--- src/rtl/brick_grid_collider_if.sv ---
// rtl/brick_grid_collider_if.sv - control, geometry and result bundle for brick_grid_collider
// Purpose: groups the frame-check handshake, geometry snapshot inputs and
//   collision results into one bundle.
// Ports (master = frame controller, slave = collider):
//   start, load_level, level_mask          : control towards the collider
//   ball_*, paddle_*, grid_*, block_*      : geometry towards the collider
//   busy, done, hit_*, alive, blocks_left,
//   all_cleared                            : results from the collider
interface brick_grid_collider_if #(
  parameter int ROWS = 3,
  parameter int COLS = 5,
  parameter int W    = 10
);
  localparam int N     = ROWS * COLS;
  localparam int IDX_W = (N > 1) ? $clog2(N) : 1;

  logic             start;
  logic             load_level;
  logic [N-1:0]     level_mask;
  logic [W-1:0]     ball_x;
  logic [W-1:0]     ball_y;
  logic [W-1:0]     ball_w;
  logic [W-1:0]     ball_h;
  logic [W-1:0]     paddle_x;
  logic [W-1:0]     paddle_y;
  logic [W-1:0]     paddle_w;
  logic [W-1:0]     paddle_h;
  logic [W-1:0]     grid_x;
  logic [W-1:0]     grid_y;
  logic [W-1:0]     block_w;
  logic [W-1:0]     block_h;
  logic             busy;
  logic             done;
  logic             hit_paddle;
  logic             hit_block;
  logic [IDX_W-1:0] hit_index;
  logic             hit_side;
  logic [N-1:0]     alive;
  logic [IDX_W:0]   blocks_left;
  logic             all_cleared;

  modport master (
    output start, load_level, level_mask,
    output ball_x, ball_y, ball_w, ball_h,
    output paddle_x, paddle_y, paddle_w, paddle_h,
    output grid_x, grid_y, block_w, block_h,
    input  busy, done, hit_paddle, hit_block, hit_index, hit_side,
    input  alive, blocks_left, all_cleared
  );

  modport slave (
    input  start, load_level, level_mask,
    input  ball_x, ball_y, ball_w, ball_h,
    input  paddle_x, paddle_y, paddle_w, paddle_h,
    input  grid_x, grid_y, block_w, block_h,
    output busy, done, hit_paddle, hit_block, hit_index, hit_side,
    output alive, blocks_left, all_cleared
  );
endinterface

--- src/rtl/brick_grid_collider.sv ---
// rtl/brick_grid_collider.sv - time-multiplexed ball/paddle/brick collision engine
// Purpose: on start, snapshots geometry, tests the paddle then each brick of a
//   ROWS x COLS grid one per clock through a single shared box comparator,
//   reports the first live brick hit and clears it from the alive mask.
// Ports:
//   clk, rst : clock, asynchronous active-high reset
//   bus      : brick_grid_collider_if slave (control, geometry, results)
module brick_grid_collider #(
  parameter int ROWS    = 3,
  parameter int COLS    = 5,
  parameter int X_PITCH = 128,
  parameter int Y_PITCH = 24,
  parameter int W       = 10
) (
  input  logic                  clk,
  input  logic                  rst,
  brick_grid_collider_if.slave  bus
);
  localparam int N     = ROWS * COLS;
  localparam int IDX_W = (N > 1) ? $clog2(N) : 1;
  localparam int CLW   = (COLS > 1) ? $clog2(COLS) : 1;

  // Internal coordinate width: wide enough that origin + grid span + size
  // never wraps, so far-right bricks are only hit within their true range.
  localparam int XSPAN = (COLS - 1) * X_PITCH;
  localparam int YSPAN = (ROWS - 1) * Y_PITCH;
  localparam int SPAN  = (XSPAN > YSPAN) ? XSPAN : YSPAN;
  localparam int SPW   = $clog2(SPAN + 1);
  localparam int CW    = ((W > SPW) ? W : SPW) + 2;

  typedef enum logic [1:0] {S_IDLE, S_PADDLE, S_SCAN, S_DONE} state_t;

  state_t           state_q, state_d;
  logic             busy_q, busy_d;
  logic             done_q, done_d;
  logic             hit_paddle_q, hit_paddle_d;
  logic             hit_block_q, hit_block_d;
  logic [IDX_W-1:0] hit_index_q, hit_index_d;
  logic             hit_side_q, hit_side_d;
  logic [N-1:0]     alive_q, alive_d;
  logic [IDX_W:0]   left_q, left_d;
  logic [CLW-1:0]   col_q, col_d;
  logic [IDX_W-1:0] idx_q, idx_d;
  logic [CW-1:0]    bx_q, bx_d;
  logic [CW-1:0]    by_q, by_d;

  // Geometry snapshot, stored as box edges.
  logic [CW-1:0]    ball_l_q, ball_l_d, ball_r_q, ball_r_d;
  logic [CW-1:0]    ball_t_q, ball_t_d, ball_b_q, ball_b_d;
  logic [CW-1:0]    pad_l_q, pad_l_d, pad_r_q, pad_r_d;
  logic [CW-1:0]    pad_t_q, pad_t_d, pad_b_q, pad_b_d;
  logic [CW-1:0]    gx_q, gx_d, gy_q, gy_d;
  logic [CW-1:0]    bw_q, bw_d, bh_q, bh_d;

  // Shared comparator: the candidate box is the paddle in PADDLE, else the brick.
  logic [CW-1:0]    cand_l, cand_r, cand_t, cand_b;
  logic [CW-1:0]    min_r, max_l, min_b, max_t, ox, oy;
  logic             overlap;
  logic             side;
  logic [IDX_W:0]   pop_cnt;

  always_comb begin
    if (state_q == S_PADDLE) begin
      cand_l = pad_l_q;
      cand_r = pad_r_q;
      cand_t = pad_t_q;
      cand_b = pad_b_q;
    end else begin
      cand_l = bx_q;
      cand_r = bx_q + bw_q;
      cand_t = by_q;
      cand_b = by_q + bh_q;
    end
    overlap = (ball_l_q < cand_r) && (ball_r_q > cand_l) &&
              (ball_t_q < cand_b) && (ball_b_q > cand_t);
    min_r = (ball_r_q < cand_r) ? ball_r_q : cand_r;
    max_l = (ball_l_q > cand_l) ? ball_l_q : cand_l;
    min_b = (ball_b_q < cand_b) ? ball_b_q : cand_b;
    max_t = (ball_t_q > cand_t) ? ball_t_q : cand_t;
    // Only meaningful when overlap is true, where both are positive.
    ox    = min_r - max_l;
    oy    = min_b - max_t;
    side  = (ox < oy);
  end

  always_comb begin
    pop_cnt = '0;
    for (int i = 0; i < N; i++) begin
      pop_cnt = pop_cnt + (IDX_W + 1)'(bus.level_mask[i]);
    end
  end

  always_comb begin
    state_d      = state_q;
    busy_d       = busy_q;
    done_d       = 1'b0;
    hit_paddle_d = hit_paddle_q;
    hit_block_d  = hit_block_q;
    hit_index_d  = hit_index_q;
    hit_side_d   = hit_side_q;
    alive_d      = alive_q;
    left_d       = left_q;
    col_d        = col_q;
    idx_d        = idx_q;
    bx_d         = bx_q;
    by_d         = by_q;
    ball_l_d     = ball_l_q;
    ball_r_d     = ball_r_q;
    ball_t_d     = ball_t_q;
    ball_b_d     = ball_b_q;
    pad_l_d      = pad_l_q;
    pad_r_d      = pad_r_q;
    pad_t_d      = pad_t_q;
    pad_b_d      = pad_b_q;
    gx_d         = gx_q;
    gy_d         = gy_q;
    bw_d         = bw_q;
    bh_d         = bh_q;

    case (state_q)
      S_IDLE: begin
        if (bus.start) begin
          ball_l_d     = CW'(bus.ball_x);
          ball_r_d     = CW'(bus.ball_x) + CW'(bus.ball_w);
          ball_t_d     = CW'(bus.ball_y);
          ball_b_d     = CW'(bus.ball_y) + CW'(bus.ball_h);
          pad_l_d      = CW'(bus.paddle_x);
          pad_r_d      = CW'(bus.paddle_x) + CW'(bus.paddle_w);
          pad_t_d      = CW'(bus.paddle_y);
          pad_b_d      = CW'(bus.paddle_y) + CW'(bus.paddle_h);
          gx_d         = CW'(bus.grid_x);
          gy_d         = CW'(bus.grid_y);
          bw_d         = CW'(bus.block_w);
          bh_d         = CW'(bus.block_h);
          hit_paddle_d = 1'b0;
          hit_block_d  = 1'b0;
          hit_index_d  = '0;
          hit_side_d   = 1'b0;
          busy_d       = 1'b1;
          state_d      = S_PADDLE;
        end
      end
      S_PADDLE: begin
        hit_paddle_d = overlap;
        col_d        = '0;
        idx_d        = '0;
        bx_d         = gx_q;
        by_d         = gy_q;
        state_d      = S_SCAN;
      end
      S_SCAN: begin
        if (overlap && alive_q[idx_q]) begin
          hit_block_d    = 1'b1;
          hit_index_d    = idx_q;
          hit_side_d     = side;
          alive_d[idx_q] = 1'b0;
          left_d         = left_q - 1'b1;
          busy_d         = 1'b0;
          done_d         = 1'b1;
          state_d        = S_DONE;
        end else if (idx_q == IDX_W'(N - 1)) begin
          busy_d  = 1'b0;
          done_d  = 1'b1;
          state_d = S_DONE;
        end else begin
          idx_d = idx_q + 1'b1;
          // Positions are accumulated to avoid a row*pitch multiplier.
          if (col_q == CLW'(COLS - 1)) begin
            col_d = '0;
            bx_d  = gx_q;
            by_d  = by_q + CW'(Y_PITCH);
          end else begin
            col_d = col_q + 1'b1;
            bx_d  = bx_q + CW'(X_PITCH);
          end
        end
      end
      S_DONE: begin
        state_d = S_IDLE;
      end
      default: begin
        state_d = S_IDLE;
        busy_d  = 1'b0;
      end
    endcase

    // Level load overrides any start or hit decided above.
    if (bus.load_level) begin
      alive_d      = bus.level_mask;
      left_d       = pop_cnt;
      state_d      = S_IDLE;
      busy_d       = 1'b0;
      done_d       = 1'b0;
      hit_paddle_d = 1'b0;
      hit_block_d  = 1'b0;
      hit_index_d  = '0;
      hit_side_d   = 1'b0;
    end
  end

  always_ff @(posedge clk or posedge rst) begin
    if (rst) begin
      state_q      <= S_IDLE;
      busy_q       <= 1'b0;
      done_q       <= 1'b0;
      hit_paddle_q <= 1'b0;
      hit_block_q  <= 1'b0;
      hit_index_q  <= '0;
      hit_side_q   <= 1'b0;
      alive_q      <= '1;
      left_q       <= (IDX_W + 1)'(N);
      col_q        <= '0;
      idx_q        <= '0;
      bx_q         <= '0;
      by_q         <= '0;
      ball_l_q     <= '0;
      ball_r_q     <= '0;
      ball_t_q     <= '0;
      ball_b_q     <= '0;
      pad_l_q      <= '0;
      pad_r_q      <= '0;
      pad_t_q      <= '0;
      pad_b_q      <= '0;
      gx_q         <= '0;
      gy_q         <= '0;
      bw_q         <= '0;
      bh_q         <= '0;
    end else begin
      state_q      <= state_d;
      busy_q       <= busy_d;
      done_q       <= done_d;
      hit_paddle_q <= hit_paddle_d;
      hit_block_q  <= hit_block_d;
      hit_index_q  <= hit_index_d;
      hit_side_q   <= hit_side_d;
      alive_q      <= alive_d;
      left_q       <= left_d;
      col_q        <= col_d;
      idx_q        <= idx_d;
      bx_q         <= bx_d;
      by_q         <= by_d;
      ball_l_q     <= ball_l_d;
      ball_r_q     <= ball_r_d;
      ball_t_q     <= ball_t_d;
      ball_b_q     <= ball_b_d;
      pad_l_q      <= pad_l_d;
      pad_r_q      <= pad_r_d;
      pad_t_q      <= pad_t_d;
      pad_b_q      <= pad_b_d;
      gx_q         <= gx_d;
      gy_q         <= gy_d;
      bw_q         <= bw_d;
      bh_q         <= bh_d;
    end
  end

  assign bus.busy        = busy_q;
  assign bus.done        = done_q;
  assign bus.hit_paddle  = hit_paddle_q;
  assign bus.hit_block   = hit_block_q;
  assign bus.hit_index   = hit_index_q;
  assign bus.hit_side    = hit_side_q;
  assign bus.alive       = alive_q;
  assign bus.blocks_left = left_q;
  assign bus.all_cleared = (left_q == '0);
endmodule

--- src/flat_wrapper.sv ---
// flat-port wrapper written by rule: the top's interface ports become plain ports
module brick_grid_collider_flat 
#(
  parameter int ROWS    = 3,
  parameter int COLS    = 5,
  parameter int X_PITCH = 128,
  parameter int Y_PITCH = 24,
  parameter int W       = 10
)
  (clk, rst, bus_start, bus_load_level, bus_level_mask, bus_ball_x, bus_ball_y, bus_ball_w, bus_ball_h, bus_paddle_x, bus_paddle_y, bus_paddle_w, bus_paddle_h, bus_grid_x, bus_grid_y, bus_block_w, bus_block_h, bus_busy, bus_done, bus_hit_paddle, bus_hit_block, bus_hit_index, bus_hit_side, bus_alive, bus_blocks_left, bus_all_cleared);
  brick_grid_collider_if #(.ROWS(ROWS), .COLS(COLS), .W(W)) bus_i ();
  input  logic clk;
  input  logic rst;
  input wire logic [$bits(bus_i.start)-1:0] bus_start;
  input wire logic [$bits(bus_i.load_level)-1:0] bus_load_level;
  input wire logic [$bits(bus_i.level_mask)-1:0] bus_level_mask;
  input wire logic [$bits(bus_i.ball_x)-1:0] bus_ball_x;
  input wire logic [$bits(bus_i.ball_y)-1:0] bus_ball_y;
  input wire logic [$bits(bus_i.ball_w)-1:0] bus_ball_w;
  input wire logic [$bits(bus_i.ball_h)-1:0] bus_ball_h;
  input wire logic [$bits(bus_i.paddle_x)-1:0] bus_paddle_x;
  input wire logic [$bits(bus_i.paddle_y)-1:0] bus_paddle_y;
  input wire logic [$bits(bus_i.paddle_w)-1:0] bus_paddle_w;
  input wire logic [$bits(bus_i.paddle_h)-1:0] bus_paddle_h;
  input wire logic [$bits(bus_i.grid_x)-1:0] bus_grid_x;
  input wire logic [$bits(bus_i.grid_y)-1:0] bus_grid_y;
  input wire logic [$bits(bus_i.block_w)-1:0] bus_block_w;
  input wire logic [$bits(bus_i.block_h)-1:0] bus_block_h;
  output wire logic [$bits(bus_i.busy)-1:0] bus_busy;
  output wire logic [$bits(bus_i.done)-1:0] bus_done;
  output wire logic [$bits(bus_i.hit_paddle)-1:0] bus_hit_paddle;
  output wire logic [$bits(bus_i.hit_block)-1:0] bus_hit_block;
  output wire logic [$bits(bus_i.hit_index)-1:0] bus_hit_index;
  output wire logic [$bits(bus_i.hit_side)-1:0] bus_hit_side;
  output wire logic [$bits(bus_i.alive)-1:0] bus_alive;
  output wire logic [$bits(bus_i.blocks_left)-1:0] bus_blocks_left;
  output wire logic [$bits(bus_i.all_cleared)-1:0] bus_all_cleared;
  assign bus_i.start = bus_start;
  assign bus_i.load_level = bus_load_level;
  assign bus_i.level_mask = bus_level_mask;
  assign bus_i.ball_x = bus_ball_x;
  assign bus_i.ball_y = bus_ball_y;
  assign bus_i.ball_w = bus_ball_w;
  assign bus_i.ball_h = bus_ball_h;
  assign bus_i.paddle_x = bus_paddle_x;
  assign bus_i.paddle_y = bus_paddle_y;
  assign bus_i.paddle_w = bus_paddle_w;
  assign bus_i.paddle_h = bus_paddle_h;
  assign bus_i.grid_x = bus_grid_x;
  assign bus_i.grid_y = bus_grid_y;
  assign bus_i.block_w = bus_block_w;
  assign bus_i.block_h = bus_block_h;
  assign bus_busy = bus_i.busy;
  assign bus_done = bus_i.done;
  assign bus_hit_paddle = bus_i.hit_paddle;
  assign bus_hit_block = bus_i.hit_block;
  assign bus_hit_index = bus_i.hit_index;
  assign bus_hit_side = bus_i.hit_side;
  assign bus_alive = bus_i.alive;
  assign bus_blocks_left = bus_i.blocks_left;
  assign bus_all_cleared = bus_i.all_cleared;
  brick_grid_collider #(.ROWS(ROWS), .COLS(COLS), .X_PITCH(X_PITCH), .Y_PITCH(Y_PITCH), .W(W)) u_core (.clk(clk), .rst(rst), .bus(bus_i));
endmodule
--- config.mk ---
export PLATFORM = sky130hd
export DESIGN_NAME = brick_grid_collider_flat
export DESIGN_NICKNAME = d
export VERILOG_FILES = /design/src/rtl/brick_grid_collider_if.sv /design/src/rtl/brick_grid_collider.sv /design/src/flat_wrapper.sv
export SDC_FILE = /design/constraint.sdc
export NUM_CORES = 1
export LEC_CHECK = 0
export ABC_AREA = 1
export CAP_MARGIN = 25
export CELL_PAD_IN_SITES_DETAIL_PLACEMENT = 0
export CELL_PAD_IN_SITES_GLOBAL_PLACEMENT = 1
export CORE_ASPECT_RATIO = 1.5
export CORE_MARGIN = 5
export CORE_UTILIZATION = 33
export DETAILED_ROUTE_END_ITERATION = 8
export PLACE_DENSITY_LB_ADDON = 0.1
export SYNTH_ARGS = -nofsm -noshare
export SYNTH_HDL_FRONTEND = slang
export SYNTH_SLANG_ARGS = --single-unit
--- constraint.sdc ---
create_clock -name clk -period 12.8 [get_ports clk]
set_input_delay 1.28 -clock clk [delete_from_list [all_inputs] [get_ports clk]]
set_output_delay 1.28 -clock clk [all_outputs]
set_load 0.02 [all_outputs]
==> results.md, run 1 <==
- Clk_lat worst skew: 0.46 ns
- Commonest non-fill, non-tap cell in the layout: nand2_1
- Library cells used by synthesis: 47
- Setup TNS Final: 0 ns
- Synth Instances: 2032
- Final Setup Violations: 0
- Place WS: 6.03 ns
- Initial Util: 0.332
- WL per Instance: 17.3 um
- Share of cells above drive strength 1: 0.0404
- Slew @ Worst Pin: 0.793 ns
- Die width: 183 um
- FFs w/ async S/R, synth: 1.00
- Top cells by area, synth: dfrtp_1, nand2_1, ha_1, o21ai_0, inv_1
- Postcts setup bufs: 0
- Critical Path Fanout Max: 41
- RSZ-0062 raised after global routing: no
- Worst-path clk slew: 0.08 ns
- Grt ovf: 0
- MaxCap Viol Count: 0
- Die area: 0.0493 mm^2
- Nets: 2509
- Synthesis-to-layout area growth: 19.3%
- EDFF count, synth: 0
- I/O pins: 169
- Hold buffer count at CTS: 0
- Syn Nets: 2376
- DP HPWL: 38.2 mm
- Slowest cell delay on critical path: 0.57 ns
- Resized Gates After CTS: 0
- Yosys top cell area share: 0.282
- CTS tree: done
- Final min period: 6.78 ns
- Slew Limit Fails: 0
- Clk buf depth: 2
- Post-Syn Area: 0.0148 mm^2
- Post-Synth XOR/XNOR Area: 0.0296
- Post-route ant nets: 0
- First-pass GRT wire length: 76.1 mm
- Core Util, Final: 0.396
- Post-synthesis mux area share: 0.00676
- Register area share after synthesis: 0.316
- Placed insts: 2727
- Crit path capture type: register
- Final Hold Vio Count: 0
- WP data required: 13.17 ns
- TritonCTS buffer count: 17
- Crit Path Class: register to register
- Simple-Gate Fraction of Synth Area: 0.258
- Min-delay worst type: register to register
- Fmax: 148 MHz
- Status: complete, no violations
- Vias: 13590
- Post-Synth Adder-Cell Area: 0.182
- Initial antenna violation count: 4
- Most frequent cells in the layout: nand2_1, inv_1, ha_1
- Final worst-path cycle share: 0.529
- H-tree lvl count: 4
- Via density: 4.92
- Largest family of logic cells by synthesized area: simple AND/OR/NAND/NOR gates
- DR pass1 iterations: 5
- Clock root buffer: clkbuf_16
- DRC violations left: 0
- Non-filler cells, final: 2762
- IO Port Bufs: 168
- Drt initial violations: 655
- Critical path's slowest cell: o21ai_0
- Die Ht: 269 um
- Pin count of the biggest net entering global routing: 101
- Most common flop cell mapped by yosys: dfrtp_1
- Clock sink count: 186
- Final Worst Setup Slack: 6.02 ns
- Worst Skew: 0.0159 ns
- Detailed Route WL: 47.7 mm
- Worst slew margin: 0.471
- Arrival time at the worst endpoint: 7.15 ns
- Worst Setup Start Kind: register
- Compound-gate portion of the synthesized area: 0.138
- Vias in the first global route: 14007
- Gpl congestion: 0.893
- Core Region: 0.0446 mm^2
- Yosys warns: 0
- GRT Resource Usage Total: 0.194
- FP Rows: 95
- Mean Syn Cell Area: 7.28 um^2
- Seq cells post-synth: 186
- Leading area contributor after synthesis: dfrtp_1
stage by stage:
| step | hold WS (ns) | instance area [um^2] |
|---|---|---|
| finish | 0.480 | 17700 |
| global route | 0.493 | 17700 |
| CTS | 0.482 | 17600 |
| detailed placement | 0.462 | 17000 |
| global placement | 0.458 | 17000 |
| floorplan | 0.444 | 14800 |
area by class of cell:
class                           instances  area (um^2)
Tap cell                              582          728
Clock inverter                         14          150
Inverter                              198          753
Fill cell                            4711        26900
Multi-Input combinational cell       1580         9100
Timing Repair Buffer                  182         1810
Sequential cell                       186         4680
Antenna cell                            2         5.00
Clock buffer                           18          439
metal layers:
| layer | vias up | track usage | wire (um) |
|---|---|---|---|
| met3 | 37 | 0.0295 | 1400 |
| met4 | 0 | 0.0434 | 737 |
| met2 | 184 | 0.356 | 25000 |
| li1 | 6952 | - | - |
| met5 | - | 0 | 0 |
| met1 | 6417 | 0.239 | 20500 |
synthesized netlist by cell type (9+ instances only):
cell	number
nand4_1	41
clkbuf_1	48
xnor2_1	16
buf_2	11
nand3_1	72
inv_1	196
or2_2	10
nor2_1	114
xor2_1	34
ha_1	188
o21ai_0	176
fa_1	17
nand2_1	675
dfstp_2	19
nor3_1	17
dfrtp_1	167
o21bai_1	15
a31oi_1	11
mux2i_1	10
a21o_1	11
o21ai_1	9
a21oi_1	118
final timing paths:
check | slack [ns] | depth (start not counted) | start | end
setup / recovery | 6.02 | 35 | u_core.state_q[1] | u_core.bus.hit_side
hold / removal | 0.48 | 2 | u_core.pad_t_q[8] | u_core.pad_t_q[8]
min in group asynchronous | 1.27 | 2 | rst | u_core.bus.blocks_left[4]
hold reg to reg | 0.48 | 2 | u_core.pad_t_q[8] | u_core.pad_t_q[8]
max in group asynchronous | 10.30 | 3 | rst | u_core.ball_b_q[5]
setup reg to reg | 6.02 | 35 | u_core.state_q[1] | u_core.bus.hit_side
flip-flops by register name (all words and copies together), names as in the netlist, 4 cells and up:
signal / cells
u_core.bus.alive: 15
u_core.bx_q: 12
u_core.by_q: 12
u_core.ball_b_q: 11
u_core.ball_r_q: 11
u_core.pad_b_q: 11
u_core.pad_r_q: 11
u_core.ball_l_q: 10
u_core.ball_t_q: 10
u_core.bh_q: 10
u_core.bw_q: 10
u_core.gx_q: 10
u_core.gy_q: 10
u_core.pad_l_q: 10
u_core.pad_t_q: 10
u_core.bus.blocks_left: 5
u_core.bus.hit_index: 4
u_core.idx_q: 4
critical path, delay by kind of cell (launching register included):
family,cells,cell delay [ns]
AND/OR/NAND/NOR,8,0.71
AO/OA/AOI/OAI,14,2.61
buffers and inverters,7,1.39
XOR/XNOR,1,0.15
adder cells (fa/ha/maj),5,1.38
flip-flops,1,0.40
cells by family after synthesis:
group,count (synthesis)
AND/OR/NAND/NOR,941
AO/OA/AOI/OAI,374
buffers and inverters,266
adder cells (fa/ha/maj),205
flip-flops,186
XOR/XNOR,50
multiplexers,10
Power of run 1 is not shown: default switching activity piles up to over one toggle a cycle in this logic, so the estimate is an artifact.
==> inputs of run 2 (changes only) <==
==> constraint.sdc (replaced) <==
create_clock -name clk -period 6.45 [get_ports clk]
set_input_delay 0.645 -clock clk [delete_from_list [all_inputs] [get_ports clk]]
set_output_delay 0.645 -clock clk [all_outputs]
set_load 0.02 [all_outputs]
==> run 2 against run 1 <==
  * Critical path depth up 4
  * Maximum frequency up 15%
  * Flip-flop and latch count unchanged
  * Hold slack better by 0.0027 ns
  * Via count up 1.0%
  * Final area up 0.89%
  * Routed wire length up 1.9%
  * Non-clock buffer count up 14
  * Utilization up 0.35 points
  * Sequential share of layout area down 0.23 points
  * Clock skew down 0.0022 ns
  * Critical endpoint unchanged
  * Highest routed layer unchanged
==> results.md, run 2 (synthesized netlist as in run 1, its figures left out) <==
- Min-delay worst type: register to register
- Detailed Route WL: 48.6 mm (+1.9%)
- Core Util, Final: 0.400 (+0.00354)
- Post-route ant nets: 0 (unchanged)
- Grt ovf: 0 (unchanged)
- Synthesis-to-layout area growth: 20.4%
- Vias: 13729 (+1.0%)
- WP data required: 6.84 ns (-6.33 ns)
- Via density: 4.95 (+0.51%)
- Top cell by count, worst path: nand2_1
- Final Setup Violations: 0 (unchanged)
- Final min period: 5.89 ns (-0.887 ns)
- Clock root buffer: clkbuf_16
- Core Region: 0.0446 mm^2 (unchanged)
- Most frequent cells in the layout: nand2_1, inv_1, ha_1
- Pin count of the biggest net entering global routing: 92 (-8.9%)
- Setup TNS Final: 0 ns (unchanged)
- Critical path's slowest cell: dfrtp_1
- Worst Setup Start Kind: register
- Initial antenna violation count: 3 (-1)
- Fmax: 170 MHz (+15%)
- GRT Resource Usage Total: 0.198 (+0.00352)
- DRC violations left: 0 (unchanged)
- Arrival time at the worst endpoint: 6.28 ns (-0.87 ns)
- Commonest non-fill, non-tap cell in the layout: nand2_1
- Vias in the first global route: 14177 (+1.2%)
- First-pass GRT wire length: 76.9 mm (+1.1%)
- Slowest cell delay on critical path: 0.41 ns (-0.16 ns)
- H-tree lvl count: 4 (unchanged)
- Critical Path Fanout Max: 9 (-78%)
- Fillers: 4717 (+0.13%)
- Gpl congestion: 0.905 (+1.4%)
- Clk_lat worst skew: 0.47 ns (about the same)
- DP HPWL: 38.5 mm (+0.60%)
- Clk buf depth: 2 (unchanged)
- CTS tree: done
- Final Hold Vio Count: 0 (unchanged)
- Crit Path Class: register to register
- Drt initial violations: 735 (+12%)
- Share of cells above drive strength 1: 0.0529 (+0.0125)
- Sequential Area: 0.00468 mm^2 (unchanged)
- Final worst-path cycle share: 0.913 (+0.384)
- Crit path capture type: register
- Worst-path clk slew: 0.08 ns (about the same)
- Non-filler cells, final: 2776 (+0.51%)
- Slew @ Worst Pin: 0.876 ns (+0.0828 ns)
- Initial Util: 0.332 (unchanged)
- Multi-input gate area in the final layout: 0.00917 mm^2 (+0.71%)
- Status: complete, no violations
- Slew Limit Fails: 0 (unchanged)
- RSZ-0062 raised after global routing: no
- Max reg flops: 15 (unchanged)
- Placed insts: 2741 (+0.51%)
- Worst Skew: 0.0137 ns (-0.00218 ns)
- DR pass1 iterations: 5 (unchanged)
- Die Ht: 269 um (unchanged)
- Nets: 2523 (+0.56%)
- WL per Instance: 17.5 um (+1.4%)
- FP Rows: 95 (unchanged)
- Die area: 0.0493 mm^2 (unchanged)
- Worst slew margin: 0.416 (-0.0552)
- Clock sink count: 186 (unchanged)
- IO Port Bufs: 168 (unchanged)
- TritonCTS buffer count: 17 (unchanged)
- MaxCap Viol Count: 0 (unchanged)
- I/O pins: 169 (unchanged)
- Die width: 183 um (unchanged)
-- run 2: changes by cell type in the layout (fill, tap and decap cells not counted), sizes merged --
cell,change
buf,+14
clkinv,+1
clkinvlp,-1
-- run 2: layout make-up --
type	instances	area share
sequential	186	0.263
timing repair buffer	196	0.108
inverter	198	0.0423
antenna	2	0.000281
tap	582	0.0409
clock inverter	14	0.00744
multi-input combinational	1580	0.514
clock buffer	18	0.0246
-- run 2: worst paths after layout --
path | start | end | slack (ns) | cells after the start
max | u_core.bx_q[6] | u_core.bus.hit_side | 0.56 | 39
min | u_core.pad_t_q[6] | u_core.pad_t_q[6] | 0.48 | 2
max reg2reg | u_core.bx_q[6] | u_core.bus.hit_side | 0.56 | 39
min reg2reg | u_core.pad_t_q[6] | u_core.pad_t_q[6] | 0.48 | 2
max in group asynchronous | rst | u_core.ball_t_q[2] | 4.57 | 3
min in group asynchronous | rst | u_core.bus.blocks_left[4] | 0.67 | 2
-- run 2: stage by stage --
stage                     setup slack (ns)  cell area, um^2  hold WS, ns
after floorplan                      0.740            14800        0.444
after global placement              0.0503            17200        0.461
after detailed placement          -0.00240            17200        0.464
after CTS                           0.0481            17700        0.483
after global routing             0.0000986            17800        0.502
final                                0.560            17800        0.483
-- run 2: worst max-delay path, delay by kind of cell (launching register included) --
kind	cells	cell delay, ns
compound gates	14	1.90
fa+ha+maj	4	1.37
xor+xnor	1	0.14
simple gates	17	1.83
flops	1	0.41
buf+inv	3	0.15
-- run 2: per-layer routing --
layer	wire [um]	vias to the layer above	GRT usage
met3	1670	50	0.0302
met5	0	-	0
met1	20400	6437	0.235
met2	25300	256	0.362
met4	1220	0	0.0632
li1	-	6986	-
-- run 2: timing repair --
item / in CTS / in global routing
hold endpoints to repair: 0 / 0
setup buffers: 0 / 1
pin swaps: 0 / 1
gates resized for setup: 1 / 28
hold buffers: 0 / 0
setup endpoints to repair: 1 / 1
Power of run 2 is left out for the same reason.
==> inputs of run 3 (changes only) <==
--- a/config.mk
+++ b/config.mk
@@ -13,6 +13,7 @@
 export CORE_MARGIN = 5
 export CORE_UTILIZATION = 33
 export DETAILED_ROUTE_END_ITERATION = 8
+export HOLD_SLACK_MARGIN = 0.15
 export PLACE_DENSITY_LB_ADDON = 0.1
 export SYNTH_ARGS = -nofsm -noshare
 export SYNTH_HDL_FRONTEND = slang
==> results of run 3 <==
No change in the layout: final DEF, timing and power equal those of run 2.
Power of run 3 is left out for the same reason.
